File: src/rtl/seq_mul16_pkg.sv
// Shared types and constants for the sequential shift-add multiplier.
// Holds the FSM state enum, default width and counter-width helper.
package seq_mul16_pkg;

  localparam int W_DEF   = 16;
  localparam int SLICE_W = 4;

  function automatic int cnt_w(input int w);
    return (w > 1) ? $clog2(w) : 1;
  endfunction

  localparam int CNT_W = cnt_w(W_DEF);

  typedef enum logic [1:0] {
    IDLE = 2'd0,
    RUN  = 2'd1,
    DONE = 2'd2
  } state_e;

endpackage

File: src/rtl/seq_mul16_add.sv
// mul_add2w: N-bit combinational adder from 4-bit carry-select slices.
// Ports: a_i, b_i (addends), s_o (sum), cout_o (carry out). N % 4 == 0.
module mul_add2w
  import seq_mul16_pkg::*;
#(
  parameter int N = 32
) (
  input  logic [N-1:0] a_i,
  input  logic [N-1:0] b_i,
  output logic [N-1:0] s_o,
  output logic         cout_o
);

  localparam int NS = N / SLICE_W;

  logic [NS:0] c;

  assign c[0] = 1'b0;

  for (genvar g = 0; g < NS; g++) begin : g_slice
    logic [SLICE_W:0] s0;
    logic [SLICE_W:0] s1;

    // Both carry-in outcomes precomputed; the ripple only drives muxes.
    assign s0 = {1'b0, a_i[SLICE_W*g +: SLICE_W]}
              + {1'b0, b_i[SLICE_W*g +: SLICE_W]};
    assign s1 = s0 + (SLICE_W+1)'(1);

    assign s_o[SLICE_W*g +: SLICE_W] =
      c[g] ? s1[SLICE_W-1:0] : s0[SLICE_W-1:0];
    assign c[g+1] = c[g] ? s1[SLICE_W] : s0[SLICE_W];
  end

  assign cout_o = c[NS];

endmodule

File: src/rtl/seq_mul16.sv
// seq_mul16: W-bit unsigned sequential shift-add multiplier, 2W product.
// Ports: clk, rst (sync, active-high), start, a, b -> busy, done, product.
// Option: SEQ_MUL16_EARLY_EXIT_EN ends RUN once the multiplier is spent.
module seq_mul16
  import seq_mul16_pkg::*;
#(
  parameter int W = W_DEF
) (
  input  logic           clk,
  input  logic           rst,
  input  logic           start,
  input  logic [W-1:0]   a,
  input  logic [W-1:0]   b,
  output logic           busy,
  output logic           done,
  output logic [2*W-1:0] product
);

  localparam int CW = cnt_w(W);
  localparam logic [CW-1:0] LAST = CW'(W-1);

  state_e          state_q;
  logic [2*W-1:0]  mcand_q;
  logic [2*W-1:0]  acc_q;
  logic [2*W-1:0]  acc_d;
  logic [2*W-1:0]  sum;
  logic [W-1:0]    mplier_q;
  logic [W-1:0]    mplier_d;
  logic [CW-1:0]   cnt_q;
  logic            busy_q;
  logic            done_q;
  logic [2*W-1:0]  prod_q;
  logic            last_iter;
  logic            add_cout_unused;

  mul_add2w #(
    .N (2*W)
  ) u_add (
    .a_i    (acc_q),
    .b_i    (mcand_q),
    .s_o    (sum),
    .cout_o (add_cout_unused)
  );

  always_comb begin
    acc_d     = mplier_q[0] ? sum : acc_q;
    mplier_d  = mplier_q >> 1;
    last_iter = (cnt_q == LAST);
`ifdef SEQ_MUL16_EARLY_EXIT_EN
    // No set bits left: remaining iterations would add nothing.
    last_iter = last_iter | (mplier_d == '0);
`endif
  end

  always_ff @(posedge clk) begin
    if (rst) begin
      state_q  <= IDLE;
      mcand_q  <= '0;
      acc_q    <= '0;
      mplier_q <= '0;
      cnt_q    <= '0;
      busy_q   <= 1'b0;
      done_q   <= 1'b0;
      prod_q   <= '0;
    end else begin
      unique case (state_q)
        IDLE: begin
          done_q <= 1'b0;
          if (start) begin
            mcand_q  <= {{W{1'b0}}, a};
            mplier_q <= b;
            acc_q    <= '0;
            cnt_q    <= '0;
            busy_q   <= 1'b1;
            state_q  <= RUN;
          end
        end
        RUN: begin
          acc_q    <= acc_d;
          mcand_q  <= mcand_q << 1;
          mplier_q <= mplier_d;
          cnt_q    <= cnt_q + CW'(1);
          if (last_iter) begin
            // Take the sum of this final iteration, not the stale acc.
            prod_q  <= acc_d;
            done_q  <= 1'b1;
            state_q <= DONE;
          end
        end
        DONE: begin
          done_q  <= 1'b0;
          busy_q  <= 1'b0;
          state_q <= IDLE;
        end
        default: begin
          done_q  <= 1'b0;
          busy_q  <= 1'b0;
          state_q <= IDLE;
        end
      endcase
    end
  end

  assign busy    = busy_q;
  assign done    = done_q;
  assign product = prod_q;

endmodule

File: config.mk
export PLATFORM = sky130hd
export DESIGN_NAME = seq_mul16
export DESIGN_NICKNAME = d
export VERILOG_FILES = /design/src/rtl/seq_mul16_pkg.sv /design/src/rtl/seq_mul16_add.sv /design/src/rtl/seq_mul16.sv
export SDC_FILE = /design/constraint.sdc
export NUM_CORES = 1
export LEC_CHECK = 0
export BUFFER_PORTS_ARGS = -buffer_cell sky130_fd_sc_hd__buf_2
export CORE_ASPECT_RATIO = 0.75
export CORE_MARGIN = 2
export CORE_UTILIZATION = 45
export CTS_BUF_LIST = sky130_fd_sc_hd__clkbuf_16
export CTS_CLUSTER_DIAMETER = 100
export DETAILED_ROUTE_END_ITERATION = 16
export PLACE_DENSITY = 0.69
export SLEW_MARGIN = 5
export SYNTH_ARGS = -nofsm -noshare
export SYNTH_HDL_FRONTEND = slang
export SYNTH_SLANG_ARGS = --single-unit
File: constraint.sdc
create_clock -name clk -period 9.2 [get_ports clk]
set_clock_uncertainty 0.2 [all_clocks]
set_input_delay 0.46 -clock clk [delete_from_list [all_inputs] [get_ports clk]]
set_output_delay 0.46 -clock clk [all_outputs]
set_load 0.02 [all_outputs]
==> results.tsv, run 1 <==
stage	metric	value	unit
synthesis	ys async rst share	0	
layout	post-route cell area	7170	µm²
critical_path	Critical Path End Type	flop	
clocking	PostCTS Resize Cnt	0	
floorplan	Die Width	139	µm
critical_path	Critical Path RT	9.33	ns
layout	most frequent cells in the layout	119 x dfxtp_1, 102 x nor2_1, 68 x buf_2, 55 x nand2_1, 45 x a21oi_1	
hold_path	Hold Path Sink	mplier_q[15]	
power	peak supply drop	0.121	mV
critical_path	R2R depth	14	
clocking	TritonCTS clock tree	yes	
timing	RSZ-0062 raised after global routing	false	
critical_path	crit path kind	flop to flop	
synthesis	Yosys cell types	51	
layout	# fillers	1244	
clocking	CTS Hold Bufs	0	
hold_path	Worst Hold Path Cells	2	
synthesis	Gate Count Post-Synth	693	
detailed_routing	post-route ant nets	0	
timing	shortest period the worst path allows	4.77	ns
timing	Setup WS post-layout	4.43	ns
timing	Final setup violation count	0	
global_routing	antenna violations before repair	0	
clocking	Root Driver	clkbuf_16	
synthesis	Post-synth EDFFs	0	
place	DP Worst Slack	4.50	ns
detailed_routing	Vias	5217	
global_routing	vias in the first global route	5262	
layout	Final nets	822	
clocking	CTS Buf Count	17	
layout	leading cell type in the layout, fill and taps excluded	dfxtp_1	
floorplan	I/O Pins	69	
critical_path	crit path max fanout	3	
critical_path	crit path from	mcand_q[4]	
timing	Tcrit/Tclk final	0.518	
layout	Final Non-Filler Cells	927	
timing	Max Slew Vio Count	0	
place	hpwl dp	10.3	mm
timing	Slew @ Worst Pin	1.12	ns
place	RD Place Congestion	0.876	
synthesis	Ys Warns	0	
synthesis	share of the synthesized area in the top cell type	0.389	
floorplan	full die area	14700	µm²
global_routing	total gr overflow	0	
place	IO Port Bufs	68	
synthesis	ys flop type	dfxtp_1	
critical_path	FF-to-FF setup slack	4.43	ns
global_routing	largest net degree at the start of global routing	62	
synthesis	synthesized area per cell	8.92	µm²
flow_run	# Max-Cap Violations	0	
synthesis	synthesis-stage register bit count	120	
clocking	number of setup buffers added after CTS	0	
place	placed cell areas	6630	µm²
clocking	clk buf depth	2	
synthesis	biggest area consumer among synthesized cells	dfxtp_1	
synthesis	Post-Syn Nets	775	
layout	share of layout cells above drive strength 1	0.156	
detailed_routing	drt drc	0	
critical_path	worst r2r src	mcand_q[4]	
floorplan	core area	13600	µm²
timing	final hold vios	0	
detailed_routing	initial DRC count	330	
detailed_routing	Vias/cell	5.63	
timing	setup TNS	0	ns
global_routing	first-pass GRT wire length	25.7	mm
critical_path	WP data arrival	4.90	ns
clocking	clk sinks	120	
power	PD cells	184	nW/µm²
hold_path	HP Class	input pin to flop	
critical_path	RR Endpoint	product[31]	
critical_path	nature of the critical path startpoint	flop	
hold_path	Worst Min Path Start	b[15]	
timing	worst hold margin	0.0513	ns
detailed_routing	Pre-antenna DRT Iters	8	
place	dpl cells	896	
detailed_routing	routed wire length	15.2	mm
power	leak pwr	0.00322	µW
floorplan	Starting Density	0.456	
floorplan	# rows	37	
detailed_routing	post-DR wirelength/cell	16.4	µm
clocking	worst skew pair latency	0.42	ns
layout	Area growth, synth to finish	16.0	%
clocking	Clock transition at path regs	0.05	ns
synthesis	post-synthesis sequential area ratio	0.389	
synthesis	Synth area leaders	dfxtp_1 39%, ha_1 7.9%, nor2_1 6.3%	
layout	# diodes	0	
timing	Achievable Freq	210	MHz
timing	Slew HR	0.252	
global_routing	total track usage	0.219	
floorplan	Die H	106	µm
clocking	Max H-tree Level	4	
synthesis	Post-Syn Area	6180	µm²
run_status	status	finished, final reports clean	
-- cell type report --
| class | instances | area, µm² | share of cell area |
|---|---|---|---|
| Clock buffer | 17 | 425 | 0.0593 |
| Inverter | 17 | 63.8 | 0.00890 |
| Sequential cell | 120 | 2400 | 0.335 |
| Clock inverter | 14 | 116 | 0.0162 |
| Multi-Input combinational cell | 510 | 3560 | 0.496 |
| Tap cell | 175 | 219 | 0.0305 |
| Timing Repair Buffer | 74 | 385 | 0.0537 |
-- stage by stage --
| stage | utilization | total power, µW |
|---|---|---|
| floorplan | - | 672 |
| global placement | 0.489 | 706 |
| detailed placement | 0.489 | 712 |
| CTS | 0.529 | 1330 |
| global route | 0.529 | 1380 |
| finish | 0.529 | 1320 |
-- critical path, cell delays in order, from the launching register on --
cell and delay (ns):
dfxtp_1 0.32, ha_1 0.22, fa_1 0.54, ha_1 0.21
o311ai_4 0.13, nor4_4 0.22, mux2i_1 0.36, mux2i_1 0.39
mux2i_1 0.34, mux2i_1 0.40, mux2i_2 0.36, mux2i_1 0.27
mux2i_1 0.35, xnor2_1 0.14, a211oi_2 0.24
-- cells in the mapped netlist, types with 2 or more instances --
cell type and n:
o211ai_1 3, a222oi_1 11, nor2b_1 5, a211o_1 2
nand2b_1 3, dfxtp_1 120, nor2_1 104, a22oi_1 3
buf_1 10, nand2_1 55, clkbuf_1 36, nand4_1 7
mux2i_1 24, and3_1 3, a21o_1 14, a21o_2 2
ha_1 39, nand3_1 7, a32o_1 2, xor2_1 13
fa_1 8, inv_1 17, o21ai_0 21, or2_2 2
nand4b_1 5, a22o_1 32, a21oi_1 45, and2_1 2
xnor2_1 26, nor3_1 20, a211oi_1 14, a2bb2oi_1 18
a21oi_2 2
-- sequential cells by signal, summed over array words and instances (netlist names) --
signal and count:
cnt_q 4, mplier_q 16, busy 1, state_q 2
product 32, done 1, acc_q 32, mcand_q 32
-- metal layers --
| layer | vias up | part of all wire | track usage | wire [µm] |
|---|---|---|---|---|
| li1 | 2565 | - | - | - |
| met1 | 2494 | 0.47 | 0.281 | 7170 |
| met2 | 132 | 0.47 | 0.353 | 7120 |
| met3 | 26 | 0.045 | 0.0572 | 687 |
| met4 | 0 | 0.017 | 0.0866 | 261 |
| met5 | - | 0 | 0 | 0 |
-- where the power goes --
group,internal [µW],switching (µW)
logic,58.5,83.4
clock network,387,230
registers,540,21.3
total,985,334
-- how the worst max path moves through the flow --
| stage | to | slack, ns | cells after the start |
|---|---|---|---|
| 2_1_floorplan | product[31] | 4.95 | 14 |
| 3_3_place_gp | product[31] | 4.67 | 14 |
| 3_5_place_dp | product[31] | 4.50 | 14 |
| 4_1_cts | product[31] | 4.47 | 14 |
| 5_1_grt | product[31] | 4.10 | 15 |
| 6_report | product[31] | 4.43 | 14 |
-- cells by family after synthesis --
group | count (synthesis) | synth area share
mux | 26 | 0.0429
compound gates | 178 | 0.210
fa+ha+maj | 47 | 0.105
flops | 120 | 0.389
xor+xnor | 40 | 0.0579
buf+inv | 63 | 0.0382
simple gates | 219 | 0.157
Power figures use the tool's default switching activity.
==> run 2: changes to the inputs <==
--- a/config.mk
+++ b/config.mk
@@ -12,7 +12,7 @@
 export CTS_BUF_LIST = sky130_fd_sc_hd__clkbuf_16
 export CTS_CLUSTER_DIAMETER = 100
 export DETAILED_ROUTE_END_ITERATION = 16
-export PLACE_DENSITY = 0.69
+export PLACE_DENSITY = 0.71
 export SLEW_MARGIN = 5
 export SYNTH_ARGS = -nofsm -noshare
 export SYNTH_HDL_FRONTEND = slang
==> constraint.sdc (replaced) <==
create_clock -name clk -period 4.3 [get_ports clk]
set_clock_uncertainty 0.2 [all_clocks]
set_input_delay 0.215 -clock clk [delete_from_list [all_inputs] [get_ports clk]]
set_output_delay 0.215 -clock clk [all_outputs]
set_load 0.02 [all_outputs]
==> run 2 against run 1 <==
Effect of this change:
- the flow now finishes with violations (negative setup slack)
- largest power group unchanged
- core utilization rose by 3.3 points
- clock power rose by 120%
- global-route usage barely moved
- via count rose by 4.7%
- total power rose by 120%
- die area did not move
- final cell count rose by 4.5%
- cell area rose by 6.3%
- combinational power rose by 140%
- first-iteration DRC count rose by 20%
- hold slack got worse by 0.034 ns
==> results.tsv, run 2 (synthesis results as in run 1) <==
stage	metric	value	unit	change
detailed_routing	Metal-1 WL	7.23	mm	was 7.17 mm
place	RD Place Congestion	0.891		was 0.876
power	Internal	2190	µW	was 985 µW
critical_path	Critical Path End Type	flop		unchanged
timing	Final setup violation count	8		was 0
power	switching share of total power	0.250		was 0.253
detailed_routing	post-DR wirelength/cell	16.4	µm	about the same
detailed_routing	post-route ant nets	0		unchanged
timing	shortest period the worst path allows	4.45	ns	was 4.77 ns
layout	most frequent cells in the layout	117 x dfxtp_1, 102 x nor2_1, 68 x buf_2, 55 x nand2_1, 43 x a21oi_1		was 119 x dfxtp_1, 102 x nor2_1, 68 x buf_2, 55 x nand2_1, 45 x a21oi_1
floorplan	Starting Density	0.456		unchanged
layout	leading cell type in the layout, fill and taps excluded	dfxtp_1		unchanged
critical_path	crit-path leading delay family	multiplexers		unchanged
timing	Slew @ Worst Pin	0.936	ns	was 1.12 ns
detailed_routing	DR WL met2	7.59	mm	was 7.12 mm
clocking	TritonCTS clock tree	yes		unchanged
timing	Setup WS post-layout	-0.151	ns	was 4.43 ns
power	leak pwr	0.00344	µW	was 0.00322 µW
critical_path	nature of the critical path startpoint	flop		unchanged
global_routing	total track usage	0.219		about the same
critical_path	CP bufs+invs	1		was 0
power	clock share of power	0.474		was 0.467
global_routing	first-pass GRT wire length	26.0	mm	was 25.7 mm
power	Seq pwr share	0.411		was 0.425
clocking	clk sinks	120		unchanged
floorplan	# rows	37		unchanged
timing	Slew HR	0.375		was 0.252
critical_path	crit path kind	flop to flop		unchanged
power	total power	2920	µW	was 1320 µW
place	DP Worst Slack	-0.208	ns	was 4.50 ns
layout	share of layout cells above drive strength 1	0.198		was 0.156
critical_path	crit path max fanout	3		unchanged
power	PD cells	383	nW/µm²	was 184 nW/µm²
global_routing	antenna violations before repair	0		unchanged
timing	Achievable Freq	225	MHz	was 210 MHz
critical_path	Critical Path RT	4.41	ns	was 9.33 ns
floorplan	I/O Pins	69		unchanged
global_routing	vias in the first global route	5413		was 5262
clocking	Root Driver	clkbuf_16		unchanged
layout	Area growth, synth to finish	23.3	%	was 16.0%
detailed_routing	initial DRC count	396		was 330
power	peak supply drop	0.268	mV	was 0.121 mV
clocking	clk buf depth	2		unchanged
critical_path	Crit path largest cell delay	0.54	ns	about the same
detailed_routing	routed wire length	15.9	mm	was 15.2 mm
detailed_routing	Max Used Layer	met4		unchanged
timing	Tcrit/Tclk final	1.04		was 0.518
timing	final hold vios	0		unchanged
clocking	worst skew pair latency	0.42	ns	about the same
critical_path	CP dominant cell by count	mux2i_2		was mux2i_1
run_status	violated checks	negative setup slack		
global_routing	largest net degree at the start of global routing	61		was 62
timing	RSZ-0062 raised after global routing	true		was false
layout	# fillers	1187		was 1244
detailed_routing	met3 routed WL	884	µm	was 687 µm
detailed_routing	Vias/cell	5.64		was 5.63
layout	# diodes	0		unchanged
detailed_routing	Vias	5461		was 5217
detailed_routing	drt drc	0		unchanged
floorplan	Die H	106	µm	unchanged
floorplan	core area	13600	µm²	unchanged
floorplan	full die area	14700	µm²	unchanged
detailed_routing	Pre-antenna DRT Iters	6		was 8
clocking	CTS Buf Count	17		unchanged
place	IO Port Bufs	68		unchanged
clocking	Max H-tree Level	4		unchanged
place	hpwl dp	10.5	mm	was 10.3 mm
power	logic gate share of total power	0.115		was 0.108
critical_path	WP data arrival	4.56	ns	was 4.90 ns
run_status	status	complete, but fails checks		was finished, final reports clean
floorplan	Die Width	139	µm	unchanged
hold_path	HP Class	input pin to flop		unchanged
clocking	Clock transition at path regs	0.06	ns	was 0.05 ns
timing	Max Slew Vio Count	0		unchanged
flow_run	# Max-Cap Violations	0		unchanged
global_routing	total gr overflow	0		unchanged
power	switching power	730	µW	was 334 µW
critical_path	cell chain of the critical path	ha_4 -> fa_1 -> ha_2 -> o311ai_4 -> nor4_4 -> mux2i_2 -> mux2i_2 -> mux2i_2 -> mux2i_2 -> mux2i_2 -> buf_4 -> xnor2_4 -> mux2i_2 -> a21oi_1 -> a22o_1		was ha_1 -> fa_1 -> ha_1 -> o311ai_4 -> nor4_4 -> mux2i_1 -> mux2i_1 -> mux2i_1 -> mux2i_1 -> mux2i_2 -> mux2i_1 -> mux2i_1 -> xnor2_1 -> a211oi_2
critical_path	CP max-delay cell	fa_1		unchanged
layout	Final nets	863		was 822
run 2: cell count changes in the layout (fill, tap and decap cells not counted), moves of 3 or more:
| cell | previous run | this run |
|---|---|---|
| buf_4 | 6 | 33 |
| dlygate4sd3_1 | 0 | 13 |
| mux2i_1 | 24 | 19 |
| mux2i_2 | 1 | 6 |
| clkinv_2 | 6 | 3 |
run 2: what timing repair did:
item | CTS | global route
gates resized for setup | 10 | 8
setup endpoints to repair | 7 | 12
pin swaps | 2 | 6
buffers inserted | 7 | 3
hold buffers | 13 | 0
hold endpoints to repair | 13 | 0
run 2: power groups by stage:
stage / clock network (µW) / registers (µW) / logic, µW
after global routing: 1450 / 1200 / 371
final: 1380 / 1200 / 335
after floorplan: 0 / 1200 / 236
after detailed placement: 0 / 1220 / 316
after global placement: 0 / 1220 / 305
after CTS: 1400 / 1200 / 331
run 2: through the flow:
| step | std cells | hold WS [ns] | setup TNS, ns | cell area, µm² | util |
|---|---|---|---|---|---|
| 6_report | 969 | 0.0172 | -0.764 | 7620 | 0.562 |
| 5_1_grt | 969 | 0.0457 | -2.24 | 7620 | 0.562 |
| 4_1_cts | 966 | 0.00709 | -0.332 | 7560 | 0.557 |
| 3_5_place_dp | 914 | 0.234 | -0.814 | 6760 | 0.499 |
| 3_3_place_gp | 914 | 0.225 | -0.0421 | 6760 | 0.499 |
| 2_1_floorplan | 693 | 0.134 | 0 | 6180 | - |
run 2: final timing paths:
path | from | endpoint | slack [ns] | cells after the start
setup / recovery | mcand_q[4] | acc_q[29] | -0.15 | 15
hold / removal | a[4] | mcand_q[4] | 0.02 | 5
setup reg to reg | mcand_q[4] | acc_q[29] | -0.15 | 15
hold reg to reg | product[17] | product[17] | 0.25 | 2
run 2: cell type report:
cell class | instances | area (µm²) | share of cell area
multi-input cells | 510 | 3640 | 0.477
clock inverters | 15 | 143 | 0.0187
clock buffers | 17 | 425 | 0.0558
well taps | 175 | 219 | 0.0287
inverters | 17 | 63.8 | 0.00837
repair buffers | 115 | 729 | 0.0957
flip-flops and latches | 120 | 2410 | 0.316
run 2: per-layer routing:
layer  global-route usage  vias to the layer above
met5                    0                        -
met4               0.0873                        0
met3               0.0432                       16
met2                0.362                      142
met1                0.283                     2644
li1                     -                     2659
run 2: worst register-to-register path, stage by stage (launching register included):
cell      delay, ns
dfxtp_2        0.33
ha_4           0.16
fa_1           0.54
ha_2           0.22
o311ai_4       0.11
nor4_4         0.23
mux2i_2        0.32
mux2i_2        0.32
mux2i_2        0.33
mux2i_2        0.35
mux2i_2        0.29
buf_4          0.17
xnor2_4        0.15
mux2i_2        0.28
a21oi_1        0.09
a22o_1         0.26
==> run 3: changes to the inputs <==
--- a/config.mk
+++ b/config.mk
@@ -12,7 +12,7 @@
 export CTS_BUF_LIST = sky130_fd_sc_hd__clkbuf_16
 export CTS_CLUSTER_DIAMETER = 100
 export DETAILED_ROUTE_END_ITERATION = 16
-export PLACE_DENSITY = 0.71
+export PLACE_DENSITY = 0.69
 export SLEW_MARGIN = 5
 export SYNTH_ARGS = -nofsm -noshare
 export SYNTH_HDL_FRONTEND = slang
==> constraint.sdc (replaced) <==
create_clock -name clk -period 4.4 [get_ports clk]
set_clock_uncertainty 0.2 [all_clocks]
set_input_delay 0.22 -clock clk [delete_from_list [all_inputs] [get_ports clk]]
set_output_delay 0.22 -clock clk [all_outputs]
set_load 0.02 [all_outputs]
==> run 3 against run 2 <==
Effect of this change:
- the flow now finishes without violations
- sequential cell count unchanged
- routed wire length fell by 0.95%
- cell area is 1.2% lower
- core utilization is 0.69 points lower
- total power is 4.1% lower
- critical endpoint is now product[31]
- die area did not move
- sequential share of layout area is 0.39 points higher
- final cell count down 1.0%
- register-to-register slack improved by 0.25 ns
- non-clock buffer count fell by 10
==> results.tsv, run 3 (synthesis results as in run 1) <==
stage	metric	value	unit	change
critical_path	Crit path largest cell delay	0.51	ns	was 0.54 ns
power	logic gate share of total power	0.117		was 0.115
clocking	CTS Buf Count	17		unchanged
flow_run	# Max-Cap Violations	0		unchanged
global_routing	first-pass GRT wire length	25.9	mm	was 26.0 mm
timing	Final setup violation count	0		was 8
critical_path	CP dominant cell by count	mux2i_2		unchanged
timing	Achievable Freq	232	MHz	was 225 MHz
power	PD cells	372	nW/µm²	was 383 nW/µm²
timing	shortest period the worst path allows	4.30	ns	was 4.45 ns
timing	Slew HR	0.375		about the same
critical_path	crit path kind	flop to flop		unchanged
critical_path	crit path max fanout	3		unchanged
power	Internal	2080	µW	was 2190 µW
critical_path	Critical Path RT	4.47	ns	was 4.41 ns
critical_path	WP data arrival	4.37	ns	was 4.56 ns
detailed_routing	Vias	5371		was 5461
power	Seq pwr share	0.417		was 0.411
clocking	Clock transition at path regs	0.05	ns	was 0.06 ns
timing	Max Slew Vio Count	0		unchanged
place	IO Port Bufs	68		unchanged
hold_path	HP Class	input pin to flop		unchanged
critical_path	Critical Path End Type	flop		unchanged
timing	Tcrit/Tclk final	0.978		was 1.04
layout	Final nets	853		was 863
clocking	TritonCTS clock tree	yes		unchanged
timing	worst hold margin	0.00922	ns	was 0.0172 ns
place	RD Place Congestion	0.854		was 0.891
layout	# diodes	0		unchanged
floorplan	Die H	106	µm	unchanged
detailed_routing	Pre-antenna DRT Iters	5		was 6
power	peak supply drop	0.271	mV	was 0.268 mV
detailed_routing	drt drc	0		unchanged
global_routing	vias in the first global route	5412		was 5413
clocking	clk buf depth	2		unchanged
global_routing	antenna violations before repair	0		unchanged
global_routing	total gr overflow	0		unchanged
power	switching share of total power	0.257		was 0.250
timing	final hold vios	0		unchanged
detailed_routing	initial DRC count	428		was 396
detailed_routing	routed wire length	15.8	mm	was 15.9 mm
timing	RSZ-0062 raised after global routing	true		unchanged
power	leak pwr	0.00338	µW	was 0.00344 µW
global_routing	total track usage	0.220		was 0.219
detailed_routing	post-route ant nets	0		unchanged
floorplan	Starting Density	0.456		unchanged
clocking	clk sinks	120		unchanged
place	hpwl dp	10.3	mm	was 10.5 mm
layout	Area growth, synth to finish	21.8	%	was 23.3%
layout	post-route cell area	7530	µm²	was 7620 µm²
power	switching power	718	µW	was 730 µW
clocking	Max H-tree Level	4		unchanged
global_routing	largest net degree at the start of global routing	61		unchanged
floorplan	full die area	14700	µm²	unchanged
clocking	Root Driver	clkbuf_16		unchanged
place	placed cell areas	6720	µm²	was 6760 µm²
critical_path	CP bufs+invs	0		was 1
critical_path	crit-path leading delay family	multiplexers		unchanged
layout	leading cell type in the layout, fill and taps excluded	dfxtp_1		unchanged
detailed_routing	post-DR wirelength/cell	16.5	µm	was 16.4 µm
floorplan	core area	13600	µm²	unchanged
critical_path	CP max-delay cell	fa_1		unchanged
floorplan	# rows	37		unchanged
power	clock share of power	0.465		was 0.474
detailed_routing	Vias/cell	5.60		was 5.64
run_status	status	finished, final reports clean		was complete, but fails checks
floorplan	I/O Pins	69		unchanged
layout	most frequent cells in the layout	117 x dfxtp_1, 102 x nor2_1, 68 x buf_2, 55 x nand2_1, 45 x a21oi_1		was 117 x dfxtp_1, 102 x nor2_1, 68 x buf_2, 55 x nand2_1, 43 x a21oi_1
critical_path	nature of the critical path startpoint	flop		unchanged
layout	# fillers	1228		was 1187
layout	share of layout cells above drive strength 1	0.191		was 0.198
floorplan	Die Width	139	µm	unchanged
clocking	worst skew pair latency	0.42	ns	about the same
critical_path	cell chain of the critical path	ha_4 -> fa_1 -> ha_2 -> o311ai_4 -> nor4_4 -> mux2i_2 -> mux2i_2 -> mux2i_2 -> mux2i_2 -> mux2i_2 -> mux2i_1 -> mux2i_2 -> xnor2_1 -> a211oi_2		was ha_4 -> fa_1 -> ha_2 -> o311ai_4 -> nor4_4 -> mux2i_2 -> mux2i_2 -> mux2i_2 -> mux2i_2 -> mux2i_2 -> buf_4 -> xnor2_4 -> mux2i_2 -> a21oi_1 -> a22o_1
timing	Slew @ Worst Pin	0.936	ns	about the same
timing	setup TNS	0	ns	was -0.764 ns
run 3: worst reg2reg max path, cell delays in order (launching register included):
cell      delay (ns)
dfxtp_2         0.33
ha_4            0.16
fa_1            0.51
ha_2            0.20
o311ai_4        0.10
nor4_4          0.20
mux2i_2         0.32
mux2i_2         0.31
mux2i_2         0.31
mux2i_2         0.33
mux2i_2         0.29
mux2i_1         0.28
mux2i_2         0.31
xnor2_1         0.18
a211oi_2        0.10
run 3: what timing repair did:
action                                 CTS  global route
setup endpoints to repair                2            14
pin swaps                                8             6
setup buffers                            7             1
hold buffers                            13             0
endpoints found under the hold margin   13             0
gates resized for setup                  9            10
run 3: power groups by stage:
stage / Sequential, µW / Clock (µW) / Combinational (µW)
after detailed placement: 1190 / 0 / 306
after floorplan: 1170 / 0 / 231
final: 1170 / 1300 / 329
after global routing: 1170 / 1360 / 365
after CTS: 1170 / 1320 / 322
after global placement: 1190 / 0 / 296
run 3: final cells by class:
type | count | area [µm²] | share of cell area
clock buffers | 17 | 425 | 0.0565
inverters | 17 | 63.8 | 0.00847
flip-flops and latches | 120 | 2410 | 0.319
well taps | 175 | 219 | 0.0291
repair buffers | 105 | 663 | 0.0881
multi-input cells | 510 | 3630 | 0.482
clock inverters | 15 | 120 | 0.0159
run 3: worst paths after layout:
path	start	endpoint	slack (ns)	depth (start not counted)
min reg2reg	product[23]	product[23]	0.25	2
max	acc_q[4]	product[31]	0.1	14
max reg2reg	acc_q[4]	product[31]	0.1	14
min	b[14]	mplier_q[14]	0.009	5
run 3: through the flow:
stage | setup WS [ns] | utilization | power [µW] | cells
2_1_floorplan | 0.149 | - | 1410 | 693
3_3_place_gp | 0.0484 | 0.495 | 1480 | 906
3_5_place_dp | -0.0363 | 0.495 | 1500 | 906
4_1_cts | -0.0165 | 0.552 | 2810 | 958
5_1_grt | -0.0986 | 0.555 | 2900 | 959
6_report | 0.0988 | 0.555 | 2800 | 959
run 3: per-layer routing:
metal,global-route usage,vias up,part of all wire
met5,0,-,0
met4,0.0851,0,0.022
met3,0.0477,41,0.053
met2,0.364,156,0.47
met1,0.283,2546,0.46
li1,-,2628,-
